File: src/rtl/brl_pkg.sv
// Shared types and count decode for the pipelined barrel shifter.
package brl_pkg;

    typedef enum logic [1:0] {
        LSH = 2'b00,
        ASH = 2'b01,
        ROR = 2'b10,
        ROL = 2'b11
    } brl_mode_t;

    localparam int MAX_LOGW = 6;

    // right=0 means the operand is bit-reversed around the right-shift levels.
    // fill marks an arithmetic right shift (fill with the operand MSB).
    typedef struct packed {
        logic                right;
        logic                fill;
        logic [MAX_LOGW-1:0] amount;
        logic                outflow;
    } brl_dec_t;

    function automatic brl_dec_t decode_cnt(input brl_mode_t mode,
                                            input logic [63:0] cnt,
                                            input int unsigned logw);
        brl_dec_t    d;
        logic [63:0] mag;
        logic [63:0] lim;
        logic [63:0] mask;
        lim  = 64'd1 << logw;
        mask = lim - 64'd1;
        d    = '0;
        if (mode == ROR || mode == ROL) begin
            d.right  = (mode == ROR);
            d.amount = cnt[MAX_LOGW-1:0] & mask[MAX_LOGW-1:0];
        end else begin
            // the most negative count negates to itself, which still compares >= lim
            mag       = cnt[63] ? -cnt : cnt;
            d.right   = !cnt[63];
            d.fill    = (mode == ASH) && !cnt[63];
            d.outflow = (mag >= lim);
            d.amount  = mag[MAX_LOGW-1:0] & mask[MAX_LOGW-1:0];
        end
        return d;
    endfunction

endpackage

File: src/rtl/brl_level.sv
// One mux level of the right-shift/rotate network: conditionally shifts right by SHIFT.
module brl_level #(
    parameter int WIDTH = 32,
    parameter int SHIFT = 1
) (
    input  logic [WIDTH-1:0] d_i,
    input  logic             en_i,
    input  logic             fill_i,
    input  logic             rot_i,
    output logic [WIDTH-1:0] q_o
);

    logic [WIDTH-1:0] shifted;

    assign shifted = rot_i ? {d_i[SHIFT-1:0], d_i[WIDTH-1:SHIFT]}
                           : {{SHIFT{fill_i}}, d_i[WIDTH-1:SHIFT]};
    assign q_o     = en_i ? shifted : d_i;

endmodule

File: src/rtl/brlshift_pipe.sv
// Pipelined barrel shifter (LSH/ASH/ROR/ROL) with valid/ready flow control and flush.
module brlshift_pipe
    import brl_pkg::*;
#(
    parameter int WIDTH  = 32,
    parameter int CNTW   = 32,
    parameter int STAGES = 2
) (
    input  logic             clk,
    input  logic             resetl,
    input  logic             flush,
    input  logic             in_valid,
    output logic             in_ready,
    input  logic [1:0]       mode,
    input  logic [CNTW-1:0]  cnt,
    input  logic [WIDTH-1:0] din,
    output logic             out_valid,
    input  logic             out_ready,
    output logic [WIDTH-1:0] dout,
    output logic             carry,
    output logic             zero
);

    localparam int LOGW  = $clog2(WIDTH);
    localparam int SPLIT = (LOGW + 1) / 2;
    localparam int NA    = LOGW - SPLIT;

    generate
        if (WIDTH < 8 || WIDTH > 64 || (1 << LOGW) != WIDTH) begin : g_bad_width
            $error("brlshift_pipe: WIDTH must be a power of two in 8..64");
        end
        if (CNTW < LOGW + 2 || CNTW > 64) begin : g_bad_cntw
            $error("brlshift_pipe: CNTW out of range");
        end
        if (STAGES != 1 && STAGES != 2) begin : g_bad_stages
            $error("brlshift_pipe: STAGES must be 1 or 2");
        end
    endgenerate

    function automatic logic [WIDTH-1:0] bitrev(input logic [WIDTH-1:0] x);
        for (int i = 0; i < WIDTH; i++) bitrev[i] = x[WIDTH-1-i];
    endfunction

    // ---------------- stage 0: count decode ----------------
    logic [63:0]      cnt_sx;
    brl_dec_t         dec;
    logic             fill0, rev0, rot0, carry0;
    logic [LOGW-1:0]  amt0;
    logic [WIDTH-1:0] data0;

    assign cnt_sx = 64'($signed(cnt));

    always_comb begin
        dec    = decode_cnt(brl_mode_t'(mode), cnt_sx, LOGW);
        rot0   = mode[1];
        rev0   = !dec.right;
        fill0  = dec.fill & din[WIDTH-1];
        carry0 = (rev0 && cnt != '0) ? din[WIDTH-1] : din[0];
        // outflow results are produced directly; the levels then pass them through
        if (dec.outflow) begin
            data0 = {WIDTH{fill0}};
            amt0  = '0;
            rev0  = 1'b0;
        end else begin
            data0 = rev0 ? bitrev(din) : din;
            amt0  = dec.amount[LOGW-1:0];
        end
    end

    // ---------------- flow control ----------------
    logic vo_q, va_q;
    logic ld_o, ld_a;

    assign ld_o     = !vo_q | out_ready;
    assign ld_a     = !va_q | ld_o;
    assign in_ready = ((STAGES == 2) ? ld_a : ld_o) | flush;

    // ---------------- optional mid-pipe register ----------------
    logic [LOGW:0][WIDTH-1:0] lvl;
    logic [WIDTH-1:0]         data_a_q;
    logic [NA-1:0]            amt_a_q;
    logic                     fill_a_q, rot_a_q, rev_a_q, carry_a_q;
    logic                     o_vin, rev_f, carry_f;

    assign lvl[0] = data0;

    generate
        if (STAGES == 2) begin : g_split
            always_ff @(posedge clk or negedge resetl) begin
                if (!resetl) begin
                    va_q      <= 1'b0;
                    data_a_q  <= '0;
                    amt_a_q   <= '0;
                    fill_a_q  <= 1'b0;
                    rot_a_q   <= 1'b0;
                    rev_a_q   <= 1'b0;
                    carry_a_q <= 1'b0;
                end else begin
                    if (flush)     va_q <= 1'b0;
                    else if (ld_a) va_q <= in_valid;
                    if (ld_a && in_valid) begin
                        data_a_q  <= lvl[SPLIT];
                        amt_a_q   <= amt0[LOGW-1:SPLIT];
                        fill_a_q  <= fill0;
                        rot_a_q   <= rot0;
                        rev_a_q   <= rev0;
                        carry_a_q <= carry0;
                    end
                end
            end
            assign o_vin   = va_q;
            assign rev_f   = rev_a_q;
            assign carry_f = carry_a_q;
        end else begin : g_flat
            assign va_q      = 1'b0;
            assign data_a_q  = '0;
            assign amt_a_q   = '0;
            assign fill_a_q  = 1'b0;
            assign rot_a_q   = 1'b0;
            assign rev_a_q   = 1'b0;
            assign carry_a_q = 1'b0;
            assign o_vin     = in_valid;
            assign rev_f     = rev0;
            assign carry_f   = carry0;
        end
    endgenerate

    // ---------------- mux levels ----------------
    for (genvar i = 0; i < LOGW; i++) begin : g_lvl
        logic [WIDTH-1:0] lin;
        logic             en, f, r;
        if (STAGES == 2 && i >= SPLIT) begin : g_late
            assign lin = (i == SPLIT) ? data_a_q : lvl[i];
            assign en  = amt_a_q[i-SPLIT];
            assign f   = fill_a_q;
            assign r   = rot_a_q;
        end else begin : g_early
            assign lin = lvl[i];
            assign en  = amt0[i];
            assign f   = fill0;
            assign r   = rot0;
        end
        brl_level #(.WIDTH(WIDTH), .SHIFT(1 << i)) u_lvl (
            .d_i   (lin),
            .en_i  (en),
            .fill_i(f),
            .rot_i (r),
            .q_o   (lvl[i+1])
        );
    end

    // ---------------- output stage ----------------
    logic [WIDTH-1:0] res_d, dout_q;
    logic             carry_q, zero_q;

    assign res_d = rev_f ? bitrev(lvl[LOGW]) : lvl[LOGW];

    always_ff @(posedge clk or negedge resetl) begin
        if (!resetl) begin
            vo_q    <= 1'b0;
            dout_q  <= '0;
            carry_q <= 1'b0;
            zero_q  <= 1'b0;
        end else begin
            if (flush)     vo_q <= 1'b0;
            else if (ld_o) vo_q <= o_vin;
            if (ld_o && o_vin) begin
                dout_q  <= res_d;
                carry_q <= carry_f;
                zero_q  <= (res_d == '0);
            end
        end
    end

    assign out_valid = vo_q;
    assign dout      = dout_q;
    assign carry     = carry_q;
    assign zero      = zero_q;

endmodule
File: config.mk
export PLATFORM = sky130hd
export DESIGN_NAME = brlshift_pipe
export DESIGN_NICKNAME = d
export VERILOG_FILES = /design/src/rtl/brl_pkg.sv /design/src/rtl/brl_level.sv /design/src/rtl/brlshift_pipe.sv
export SDC_FILE = /design/constraint.sdc
export NUM_CORES = 1
export LEC_CHECK = 0
export BUFFER_PORTS_ARGS = -buffer_cell sky130_fd_sc_hd__buf_4
export CAP_MARGIN = 20
export CORE_AREA = 2 2 162 85
export DETAILED_ROUTE_END_ITERATION = 7
export DIE_AREA = 0 0 164 87
export HOLD_SLACK_MARGIN = 0.15
export PLACE_DENSITY = 0.76
export SYNTH_ARGS = -nofsm -noshare
export SYNTH_HDL_FRONTEND = slang
export SYNTH_SLANG_ARGS = --single-unit
File: constraint.sdc
create_clock -name clk -period 3.3 [get_ports clk]
set_clock_uncertainty 0.05 [all_clocks]
set_input_delay 0.165 -clock clk [delete_from_list [all_inputs] [get_ports clk]]
set_output_delay 0.165 -clock clk [all_outputs]
set_load 0.05 [all_outputs]
==> Word-level counts from Yosys, hierarchy flattened <==
Index checks and enable logic that the tools add are counted.
{ "word_totals": {"regBits": 74, "elab_cells": 58} }
{ "op_classes": {"n_bitwise": 4, "n_reduce_logical": 13, "n_lt_le_gt_ge": 1, "muxes": 25, "addsub": 1, "eq_ne": 3} }
{ "op_table": {"columns": ["op", "n"], "rows": [
  ["$mux W32", 13],
  ["$ge A64 B6 Y1 const B", 1],
  ["$mux W64", 1],
  ["$neg A64 Y64", 1],
  ["$logic_not A32 Y1", 1],
  ["$reduce_bool A32 Y1", 1],
  ["$mux W5", 2],
  ["$mux W1", 9],
  ["$eq A2 B2 Y1 const B", 2],
  ["$logic_and A1 B1 Y1", 4],
  ["$logic_not A1 Y1", 4],
  ["$reduce_bool A2 Y1", 2],
  ["$or A1 B1 Y1", 3],
  ["$eq A2 B1 Y1 const B", 1],
  ["$and A1 B1 Y1", 1],
  ["$logic_or A1 B1 Y1", 1]
]} }

==> Longest topological paths before layout <==
{ "depth": {"word_depth": 11, "mapped_depth": 19, "depth_no_buf": 13} }

==> By module <==
A second synthesis with hierarchy kept.
{ "unflattened": {"cells_unflattened": 826, "hier_area_um2": 7483.4} }
{ "modules_own_cells": {"columns": ["mod", "cells_each", "seq_area_each_um2", "area_each_um2", "instances"], "rows": [
  ["brlshift_pipe", 574, 1851.8, 4699.5, 1],
  ["brl_level at g_lvl[4].u_lvl", 74, 0.0, 643.1, 1],
  ["brl_level at g_lvl[0].u_lvl", 38, 0.0, 544.3, 1],
  ["brl_level at g_lvl[2].u_lvl", 45, 0.0, 540.5, 1],
  ["brl_level at g_lvl[1].u_lvl", 40, 0.0, 535.5, 1],
  ["brl_level at g_lvl[3].u_lvl", 55, 0.0, 520.5, 1]
]} }

==> Least setup slack after synthesis <==
No wires, ideal clock.
{ "synth_timing": {"path_type": "input to register", "start": "input cnt[0]", "end": "register data_a_q[19]", "t_arrival_ps": 4214, "t_required_ps": 3156, "n_path_buf": 5, "setup_slack_ps": -1058, "path_stages": 18, "cell_sequence": "buf_6 > inv_1 > buf_1 > clkbuf_1 > ha_1 > or3b_2 > clkbuf_1 > and4b_1 > nand2_1 > mux2i_1 > or4b_4 > nor3_4 > a31oi_2 > and2_4 > buf_6 > a2111oi_4 > a31oi_1 > a221oi_2"} }
{ "synth_via": {"elab_chain_len": 11, "word_cells_on_any_way": 13} }
{ "synth_lines": {"columns": ["element", "line", "text"], "rows": [
  ["start, declared", "brlshift_pipe.sv:15", "input logic [CNTW-1:0] cnt,"],
  ["$neg A64 Y64", "brl_pkg.sv:37", "mag = cnt[63] ? -cnt : cnt;"],
  ["$mux W64", "brl_pkg.sv:37", null],
  ["$ge A64 B6 Y1", "brl_pkg.sv:40", "d.outflow = (mag >= lim);"],
  ["$mux W1", "brl_pkg.sv:32", "if (mode == ROR || mode == ROL) begin"],
  ["$mux W32", "brlshift_pipe.sv:60", "if (dec.outflow) begin"],
  ["$mux W32", "brl_level.sv:15", "assign shifted = rot_i ? {d_i[SHIFT-1:0], d_i[WIDTH-1:SHIFT]}"],
  ["$mux W32", "brl_level.sv:17", "assign q_o = en_i ? shifted : d_i;"],
  ["$mux W32", "brl_level.sv:15", null],
  ["$mux W32", "brl_level.sv:17", null],
  ["$mux W32", "brl_level.sv:15", null],
  ["$mux W32 (*)", "brl_level.sv:17", null],
  ["end signal, assigned", "brlshift_pipe.sv:102", "data_a_q <= lvl[SPLIT];"],
  ["end, declared", "brlshift_pipe.sv:80", "logic [WIDTH-1:0] data_a_q;"]
]} }
Mark *: on every way between the ends. The rest lies on a longest branch, timed or not.
A chain may end at the register's enable or synchronous reset.

==> Worst setup path after layout <==
{ "layout_timing": {"start": "input cnt[5]", "end": "register data_a_q[25]"} }
{ "layout_via": {"elab_chain_len": 11, "word_cells_on_any_way": 12} }
{ "layout_lines": {"columns": ["element", "line"], "rows": [
  ["$neg A64 Y64", "brl_pkg.sv:37"],
  ["$mux W64 (*)", "brl_pkg.sv:37"],
  ["$ge A64 B6 Y1 (*)", "brl_pkg.sv:40"],
  ["$mux W1 (*)", "brl_pkg.sv:32"],
  ["$mux W32", "brlshift_pipe.sv:60"],
  ["$mux W32", "brl_level.sv:15"],
  ["$mux W32", "brl_level.sv:17"],
  ["$mux W32", "brl_level.sv:15"],
  ["$mux W32", "brl_level.sv:17"],
  ["$mux W32", "brl_level.sv:15"],
  ["$mux W32 (*)", "brl_level.sv:17"]
]} }
Marked as above.

==> results by group <==
STA
  – Final Hold Viols: 0
  – PnR worst setup slack: -193 ps
  – Worst hold margin: roughly 180 ps
  – Slew headroom: 0.229
  – Pins Over Slew Limit: 0
  – RSZ-0062 raised after global routing: yes
  – Final Critical Period: approximately 3500 ps
  – Fin crit share: 1.06
  – Worst-Margin Slew: roughly 1200 ps
  – Endpoints failing setup: 27
  – Maximum clock rate: about 290 MHz

Synth
  – Yosys top cell area share: 0.269
  – Asr flop ratio synth: 1.00
  – Most used flip-flop cell after synthesis: dfrtp_1
  – Avg Cell Area, Syn: 7.79 sq um
  – Flops & latches, synth: between 70 and 80
  – Post-Syn Instances: between 800 and 900
  – Yosys warns: 0
  – Post-synth cell types: 76
  – EDFF count, synth: 0
  – Netlist Area Pre-Place: roughly 7000 sq um
  – Syn Nets: roughly 960
  – Ranking of synthesized cells by area: dfrtp_1 27%, mux2i_1 14%, nand2_1 7.5%
  – Yosys top cell by area: dfrtp_1
  – Sequential element share of the synthesized area: 0.269

Min path
  – Hold Path End: carry_a_q
  – Type of the worst min-delay path: input port to flop
  – Hold Path Origin: din[0]
  – Hold depth: 3

Flow run
  – Max cap viols: 0

Cells and area
  – FF+latch area: 1850 sq um
  – Most frequent cells in the layout: 236 x buf_4, 134 x nand2_1, 93 x mux2i_1, 76 x o21ai_0, 73 x dfrtp_1
  – Multi-input gate area: about 5200 sq um
  – Antenna Cells: 0
  – Syn-to-layout area delta: 43.8%
  – Finished Layout Cells: 1271
  – # fillers: around 930
  – Share of layout cells above drive strength 1: 0.375
  – Most common cell after layout, fill and taps aside: buf_4
  – Final net count: ~1.2k
  – Finished Core Util: 0.760

Drt
  – DRC viols: 0
  – Post-Route WL: around 30000 microns
  – Vias: approximately 8.6k
  – First-pass detailed-route iteration total: 7
  – Avg WL per Cell: around 24 microns
  – Via density: between 6 and 7
  – DRT antenna net count: 0
  – DRT iter0 DRCs: around 1.5k

Clocking
  – CTS tree: built
  – CTS max path bufs: 2
  – Worst-Skew Late Latency: approximately 340 ps
  – H-tree Lvls: 3
  – CTS Root Cell: clkbuf_16
  – Num CTS Buffers: 9
  – Clock Sinks: 74
  – Worst-path clk slew: approximately 60 ps

Critical path
  – Crit path kind: input port to flop
  – Reg2reg setup slack: 300 ps
  – Reg-to-reg startpoint: amt_a_q[0]
  – Max incr delay on CP: around 570 ps
  – CP most frequent cell: buf_4
  – Critical Path AT: 3690 ps
  – Slowest-stage cell, CP: or4_4
  – CP Capture Type: flop
  – Critical R2R Capture: zero
  – Startpoint Class: input port
  – Critical Path RT: ~3500 ps
  – Crit path buf inv count: 8
  – Worst r2r path cells: 9
  – Largest delay contributor family on the critical path: simple AND/OR/NAND/NOR gates
  – Crit-path cells: buf_4 -> or4_4 -> buf_4 -> nor3_4 -> buf_4 -> buf_4 -> a31oi_1 -> buf_4 -> nor3_2 -> o22ai_2 -> nor3_4 -> buf_6 -> a31oi_4 -> and2_4 -> buf_6 -> a221oi_4 -> buf_4 -> a21oi_2 -> o221ai_1
  – Crit-path max FO: 7

Outcome
  – Outcome: complete, but fails checks
  – Failing checks: negative setup slack

Floorplanning
  – Row Count: 30
  – Ports: roughly 110
  – Initial core utilization: 0.528
  – Die Area: between 10000 and 15000 sq um
  – Die W: roughly 160 microns
  – Core box area: roughly 13000 sq um
  – Die extent in y: roughly 87 microns

Placement
  – Placed Cells: ~1.2k
  – DP Worst Slack: -767 ps
  – Placer Congestion: roughly 1.0
  – IO buf count: 106
  – Post-DP HPWL: roughly 22000 microns

Global route
  – Vias in the first global route: about 7.4k
  – Largest net degree at the start of global routing: 75
  – Met2 GRT Util: 0.475
  – Busiest layer in global routing: met1
  – Gr usage total: 0.397
  – GR met1 Demand/Resource: 0.612
  – Antenna violations before repair: 0
  – Grt ovf: 0
  – First-pass GRT wire length: ~43000 microns
  – Met3 Use GR: 0.224

Pwr
  – Leak pwr: between 0.004 and 0.005 uW
  – Total power: 4450 uW
  – Pwr Density: 449 nW/um^2
  – Max VDD drop: 0.453 mV
-- through the flow --
stage	TNS, ps	cell area (sq um)
floorplan	-10150	7080
global placement	-21290	8780
detailed placement	-20550	8780
CTS	-206	9440
global route	-4310	9900
finish	-2980	9900
-- per-layer routing --
metal	vias up	wire (microns)	share of wire
met4	0	364	0.012
met3	72	5870	0.19
met5	-	0	0
li1	3718	-	-
met2	735	11200	0.37
met1	4061	12700	0.42
-- worst max path at each step --
| stage | startpoint | end | slack [ps] | cells after the start |
|---|---|---|---|---|
| after floorplan | cnt[0] | data_a_q[27] | -360 | 18 |
| after global placement | cnt[6] | data_a_q[0] | -790 | 17 |
| after detailed placement | cnt[6] | data_a_q[18] | -770 | 17 |
| after CTS | cnt[1] | data_a_q[27] | -60 | 14 |
| after global routing | cnt[0] | data_a_q[25] | -230 | 18 |
| final | cnt[5] | data_a_q[25] | -190 | 19 |
-- what timing repair did --
| item | 4_1_cts | 5_1_grt |
|---|---|---|
| gates resized for setup | 41 | 74 |
| endpoints found under the hold margin | 77 | 0 |
| setup buffers | 8 | 15 |
| hold buffers | 5 | 0 |
| cloned | 0 | 1 |
| endpoints found under the setup margin | 32 | 32 |
| pin swaps | 13 | 35 |
-- synth_stat cells (6+ instances only) --
library cell	number
nand2_1	138
mux2i_1	95
o21ai_0	79
nor2_1	77
a21oi_1	75
dfrtp_1	74
clkbuf_1	51
nor3_1	28
a211oi_1	17
nand3_1	16
nor4_1	16
a21o_1	12
a31oi_1	11
buf_2	11
inv_1	11
o221ai_1	9
o31ai_1	9
and2_1	8
mux4_2	8
nand4_1	8
buf_1	7
or4_1	7
a32oi_1	6
buf_6	6
o22ai_1	6
-- worst reg2reg max path, cell delays in order, from the launching register on --
cell,delay [ps]
dfrtp_2,1040
mux2i_1,310
a21oi_1,90
nand2_1,80
o21ai_0,310
nor2_1,240
nand3_1,100
nor4_1,190
nand4_1,230
o31ai_1,270
-- logic make-up (layout without fill, tap and decap cells) --
| group | after synthesis | count (layout) | share of synthesized area |
|---|---|---|---|
| fa+ha+maj | 1 | 1 | 0.00182 |
| xor+xnor | 3 | 3 | 0.00382 |
| compound gates | 276 | 276 | 0.268 |
| simple gates | 335 | 336 | 0.230 |
| mux | 108 | 108 | 0.173 |
| flops | 74 | 74 | 0.269 |
| buf+inv | 86 | 297 | 0.0554 |
-- flip-flops by register name (all words and copies together) (netlist names) --
register / flops
fill_a_q: 1
zero: 1
data_a_q: 32
carry: 1
rev_a_q: 1
amt_a_q: 2
out_valid: 1
dout: 32
g_lvl.r: 1
carry_a_q: 1
o_vin: 1
-- layout make-up --
class / instances / share of cell area
multi-input cells: 724 / 0.528
repair buffers: 270 / 0.222
flip-flops and latches: 74 / 0.187
clock buffers: 10 / 0.0241
well taps: 176 / 0.0222
clock inverters: 6 / 0.0114
inverters: 11 / 0.00569
-- power breakdown --
part / total, uW / internal (uW) / leakage (uW) / switching (uW)
registers: 1290 / 1080 / 0.000922 / 213
logic: 2010 / 735 / 0.00325 / 1270
clock network: 1150 / 761 / 0.000173 / 385
(Power assumes the default switching activity.)
